## src/rtl/dmem_arbiter.sv

```systemverilog
// Data-memory arbiter: shares one single-port memory between the CPU data port
// and a DMA/loader master. It gives the CPU priority, but a DMA that is denied too
// often in a row is promoted to a bounded burst. It also turns byte addresses into
// word indices and records the first illegal access.
module dmem_arbiter #(
    parameter logic [31:0] ADDR_BASE    = 32'h1001_0000,
    parameter int unsigned DEPTH_LOG2   = 11,
    parameter int unsigned STARVE_LIMIT = 4,
    parameter int unsigned MAX_BURST    = 8
) (
    input  logic                  clk,
    input  logic                  rst,
    input  logic                  cpu_req,
    input  logic                  cpu_w,
    input  logic [31:0]           cpu_addr,
    input  logic [31:0]           cpu_wdata,
    output logic [31:0]           cpu_rdata,
    output logic                  cpu_stall,
    input  logic                  dma_req,
    input  logic                  dma_w,
    input  logic [31:0]           dma_addr,
    input  logic [31:0]           dma_wdata,
    output logic                  dma_gnt,
    output logic                  dma_ack,
    output logic [31:0]           dma_rdata,
    output logic                  mem_ena,
    output logic                  mem_w,
    output logic [DEPTH_LOG2-1:0] mem_addr,
    output logic [31:0]           mem_wdata,
    input  logic [31:0]           mem_rdata,
    output logic                  addr_err,
    output logic [31:0]           err_addr,
    output logic                  err_src
);

    localparam int unsigned WaitW  = (STARVE_LIMIT > 1) ? $clog2(STARVE_LIMIT) : 1;
    localparam int unsigned BurstW = (MAX_BURST > 1) ? $clog2(MAX_BURST) : 1;
    localparam logic [WaitW-1:0]  WaitMax  = WaitW'(STARVE_LIMIT - 1);
    localparam logic [BurstW-1:0] BurstMax = BurstW'(MAX_BURST - 1);

    typedef enum logic {
        StCpuPri,
        StDmaBurst
    } state_e;

    state_e              state_q;
    logic [WaitW-1:0]    wait_cnt_q;
    logic [BurstW-1:0]   burst_cnt_q;

    logic                gnt_cpu;
    logic                gnt_dma;
    logic                any_gnt;
    logic                sel_w;
    logic [31:0]         sel_addr;
    logic [31:0]         sel_wdata;
    logic                sel_legal;

    // A byte address is legal when it is word aligned and falls inside the memory window.
    function automatic logic addr_legal(input logic [31:0] addr);
        logic [31:0] offset;
        logic [63:0] word_off;
        offset   = addr - ADDR_BASE;
        word_off = {32'd0, offset} >> 2;
        return (addr >= ADDR_BASE) && (word_off < (64'd1 << DEPTH_LOG2)) &&
               (addr[1:0] == 2'b00);
    endfunction

    function automatic logic [DEPTH_LOG2-1:0] addr_index(input logic [31:0] addr);
        logic [31:0] offset;
        offset = addr - ADDR_BASE;
        return DEPTH_LOG2'(offset >> 2);
    endfunction

    // Grant decision: the CPU wins contention unless the DMA has been promoted.
    always_comb begin
        gnt_cpu = 1'b0;
        gnt_dma = 1'b0;
        unique case (state_q)
            StCpuPri: begin
                gnt_cpu = cpu_req;
                gnt_dma = dma_req & ~cpu_req;
            end
            StDmaBurst: begin
                gnt_dma = dma_req;
                gnt_cpu = cpu_req & ~dma_req;
            end
        endcase
    end

    // Route the winning master's access to the memory port.
    always_comb begin
        any_gnt   = gnt_cpu | gnt_dma;
        sel_w     = 1'b0;
        sel_addr  = '0;
        sel_wdata = '0;
        if (gnt_dma) begin
            sel_w     = dma_w;
            sel_addr  = dma_addr;
            sel_wdata = dma_wdata;
        end else if (gnt_cpu) begin
            sel_w     = cpu_w;
            sel_addr  = cpu_addr;
            sel_wdata = cpu_wdata;
        end
    end

    assign sel_legal = addr_legal(sel_addr);

    // Illegal accesses are still granted but never reach the array; reset blocks all access.
    assign mem_ena   = any_gnt & sel_legal & ~rst;
    assign mem_w     = sel_w & mem_ena;
    assign mem_addr  = any_gnt ? addr_index(sel_addr) : '0;
    assign mem_wdata = any_gnt ? sel_wdata : '0;

    assign cpu_rdata = (gnt_cpu & sel_legal & ~cpu_w) ? mem_rdata : '0;
    assign cpu_stall = cpu_req & ~gnt_cpu;
    assign dma_gnt   = gnt_dma;

    // Arbitration FSM, DMA completion and sticky error capture.
    always_ff @(posedge clk or posedge rst) begin
        if (rst) begin
            state_q     <= StCpuPri;
            wait_cnt_q  <= '0;
            burst_cnt_q <= '0;
            dma_ack     <= 1'b0;
            dma_rdata   <= '0;
            addr_err    <= 1'b0;
            err_addr    <= '0;
            err_src     <= 1'b0;
        end else begin
            dma_ack <= gnt_dma;
            if (gnt_dma) begin
                dma_rdata <= (sel_legal & ~dma_w) ? mem_rdata : '0;
            end

            if (any_gnt && !sel_legal && !addr_err) begin
                addr_err <= 1'b1;
                err_addr <= sel_addr;
                err_src  <= gnt_dma;
            end

            unique case (state_q)
                StCpuPri: begin
                    if (cpu_req && dma_req) begin
                        if (wait_cnt_q == WaitMax) begin
                            state_q     <= StDmaBurst;
                            wait_cnt_q  <= '0;
                            burst_cnt_q <= '0;
                        end else begin
                            wait_cnt_q <= wait_cnt_q + 1'b1;
                        end
                    end else begin
                        wait_cnt_q <= '0;
                    end
                end
                StDmaBurst: begin
                    if (gnt_dma) begin
                        if (burst_cnt_q == BurstMax) begin
                            state_q     <= StCpuPri;
                            burst_cnt_q <= '0;
                        end else begin
                            burst_cnt_q <= burst_cnt_q + 1'b1;
                        end
                    end else begin
                        // DMA went idle: hand priority straight back to the CPU.
                        state_q     <= StCpuPri;
                        burst_cnt_q <= '0;
                    end
                end
            endcase
        end
    end

endmodule

```

## config.mk

```make
export PLATFORM = sky130hd
export DESIGN_NAME = dmem_arbiter
export DESIGN_NICKNAME = d
export VERILOG_FILES = /design/src/rtl/dmem_arbiter.sv
export SDC_FILE = /design/constraint.sdc
export NUM_CORES = 1
export LEC_CHECK = 0
export CAP_MARGIN = 20
export CORE_MARGIN = 4
export CORE_UTILIZATION = 30
export DETAILED_ROUTE_END_ITERATION = 16
export PLACE_DENSITY = 0.84
export RECOVER_POWER = 25
export SLEW_MARGIN = 25
export SYNTH_ARGS = -nofsm -noshare
export SYNTH_HDL_FRONTEND = slang
export SYNTH_SLANG_ARGS = --single-unit
```

## constraint.sdc

```tcl
create_clock -name clk -period 3.4 [get_ports clk]
set_clock_uncertainty 0.2 [all_clocks]
set_input_delay 0.51 -clock clk [delete_from_list [all_inputs] [get_ports clk]]
set_output_delay 0.51 -clock clk [all_outputs]
set_load 0.005 [all_outputs]
```

==> impl_metrics.ini <==
[pwr]
p_comb_share_pct = 26.5
p_per_area_nw_per_um2 = 336
p_sw_uw = 675
p_total_uw = 2700
internal_power_uw = 2030
p_seq_share_pct = 35.9
power.leakage_uw = 0.00354
pwr-share-clk_pct = 37.6
vdd_ir_drop_max_uv = 261
switching_share_pct = 25.0

[die]
core_um2 = 12600
fp-row-count = 41
initial_core_util_pct = 30.5
die_w_um = 121
die_area_um2 = 14700
dieHeight_um = 121
io_pins = 312

[timing]
worst_hold_slack_ns = 0.295
worst_pin_slew_ns = 1.42
fin_crit_ns = 3.55
setup_viol = 32
setup_slack_ns = -0.148
hold_viol = 0
finalMaxSlewViolations = 0
max_freq_mhz = 282
rsz0062_at_grt = yes
slew_headroom_pct = 4.90
tns_ns = -3.20
finalCritPeriodShare_pct = 104

[synthesis]
synth_area_um2 = 3830
yosys_warnings = 0
synth_edf_count = 0
synth-seq-area-share_pct = 47.6
syn_inst = 352
synthDistinctLibCells = 40
ys.flop_type = dfrtp_1
syn-num-nets = 521
synthArstFlopShare_pct = 100
ys_ff_latch = 73
avgSynthCellArea_um2 = 10.9

[place]
placed_cells = 854
io_buffers = 311
place_congestion = 0.852
dp_hpwl_um = 15000

[critical_path]
cp-end-kind = primary output
cp_max_fo = 6
arrival_ns = 2.84
cp-start-kind = input port
path_class = input port to primary output
cp.required_ns = 2.69

[final_layout]
area_growth_pct = 110
fin_cells = 883
final_layout_size_suffix_gt1_share_pct = 26.9
nNetsFinal = 875
fin_util_pct = 64.1
diodes = 0

[clocking]
insertion_delay_ns = 0.32
clkSinkCount = 73
tritoncts = done
htree_levels = 3
numCtsBuffers = 9
clk_pin_slew_worst_paths_ns = 0.06
clock_path_buffers = 2
cts_root_buffer = clkbuf_16

[grt]
grt_max_degree = 44
grt_use_total_pct = 25.1
gr-total-overflow = 0
grt_pass1_wl_um = 28400
antenna_found_initial = 0
grt_pass1_vias = 4966

[route]
drc = 0
postRouteAntennaNets = 0
via_count = 4525
drt-vias-per-instance = 5.12
first_pass_iters = 5
drt-total-wl_um = 19300
drt_iter0_drc = 257
wire_per_inst_um = 21.8

[run]
max_cap_violations = 0

[status]
status = finished with violations
violations = setup timing

[min_path]
hold_path.class = flip-flop to flip-flop
## synth_stat cells (3+ instances only)
master | number | area, um2
buf_1 | 3 | 11.3
buf_2 | 3 | 15.0
a32o_1 | 5 | 50.1
nor2_1 | 7 | 26.3
and2_1 | 33 | 206
dfrtp_1 | 73 | 1830
nor3_1 | 5 | 25.0
a22oi_1 | 19 | 143
clkbuf_1 | 25 | 93.8
a21oi_1 | 28 | 140
a21oi_2 | 10 | 87.6
nor4_1 | 3 | 18.8
or4_1 | 4 | 30.0
mux2_4 | 10 | 150
nand2_1 | 9 | 33.8
a22o_1 | 76 | 666
ha_1 | 3 | 37.5
inv_1 | 3 | 11.3
o21a_1 | 3 | 22.5
buf_6 | 3 | 33.8
## repair_timing
action	CTS	global route
hold buffers	0	0
resized for setup	241	25
cloned	3	0
setup buffers	12	3
pin swaps	30	8
setup endpoints to repair	89	83
## metal layers
layer  wire (um)  vias up  track usage, %
met5           0        -               0
met4         399        0            7.44
met3        1630       26            8.72
met2        9730      220            42.5
met1        7510     2213            30.0
li1            -     2066               -
## worst paths after layout
kind | start | endpoint | slack, ns | cells past startpoint
min in group asynchronous | rst | dma_rdata[11] | 0.87 | 2
max | cpu_addr[15] | cpu_rdata[28] | -0.15 | 11
min | err_addr[12] | err_addr[12] | 0.29 | 1
min reg2reg | err_addr[12] | err_addr[12] | 0.29 | 1
max reg2reg | state_q | err_addr[12] | 0.42 | 9
max in group asynchronous | rst | err_addr[2] | 0.52 | 3
## through the flow
stage	worst slack, ns	cell area (um2)
after global routing	-0.228	8050
after floorplan	0.0417	3830
final	-0.148	8050
after CTS	-0.230	8010
after global placement	-0.781	7460
after detailed placement	-0.939	7460
## layout by cell type, fill, tap and decap left out, drive strengths merged, types with 2 or more instances in the layout
master | synthesis | final
clkdlybuf4s50 | 0 | 260
buf | 10 | 104
a22o | 76 | 76
dfrtp | 73 | 73
a21oi | 38 | 38
and2 | 33 | 33
a22oi | 19 | 19
clkbuf | 25 | 14
mux2 | 12 | 12
nand2 | 9 | 9
nor2 | 7 | 7
nor3 | 6 | 6
dlygate4sd2 | 0 | 5
a32o | 5 | 5
or4 | 4 | 4
o21ai | 4 | 4
o21a | 3 | 3
ha | 3 | 3
clkdlybuf4s15 | 0 | 3
nor4 | 3 | 3
clkinvlp | 0 | 3
a31oi | 2 | 2
nand3 | 2 | 2
clkinv | 0 | 2
bufinv | 0 | 2
nand2b | 2 | 2
inv | 3 | 2
or3 | 2 | 2
## worst max-delay path: stages
cell	delay, ns
buf_6	0.09
or4_4	0.52
or3_4	0.42
a221oi_4	0.36
o2111ai_4	0.19
nor3_4	0.16
buf_6	0.13
buf_6	0.13
buf_6	0.10
and2_4	0.14
buf_6	0.09
## cell families (layout without fill, tap and decap cells)
family	count (synthesis)	count (layout)	synth area share, %
multiplexers	12	12	4.50
AO/OA/AOI/OAI	154	154	31.7
buffers and inverters	38	397	4.50
AND/OR/NAND/NOR	72	72	10.7
adder cells (fa/ha/maj)	3	3	0.979
flip-flops	73	73	47.6
## state kept, by name, summed over array words and instances, names as in the netlist
name and flops:
addr_err 1, wait_cnt_q 2, dma_ack 1, burst_cnt_q 3
state_q 1, dma_rdata 32, err_src 1, err_addr 32
## power by group through the flow
| stage | combinational [uW] | clock, uW | sequential, uW |
|---|---|---|---|
| 2_1_floorplan | 185 | 0 | 980 |
| 3_3_place_gp | 687 | 0 | 980 |
| 3_5_place_dp | 700 | 0 | 983 |
| 4_1_cts | 715 | 1030 | 969 |
| 5_1_grt | 760 | 1070 | 976 |
| 6_report | 717 | 1010 | 970 |
## layout make-up
cell class                 count  area, um2
fill                         998       4520
timing repair buffer         378       3650
multi-input combinational    241       2030
sequential                    73       1830
clock buffer                  10        229
tap                          172        215
clock inverter                 6       92.6
inverter                       3       12.5
Power figures use the tool's default switching activity.
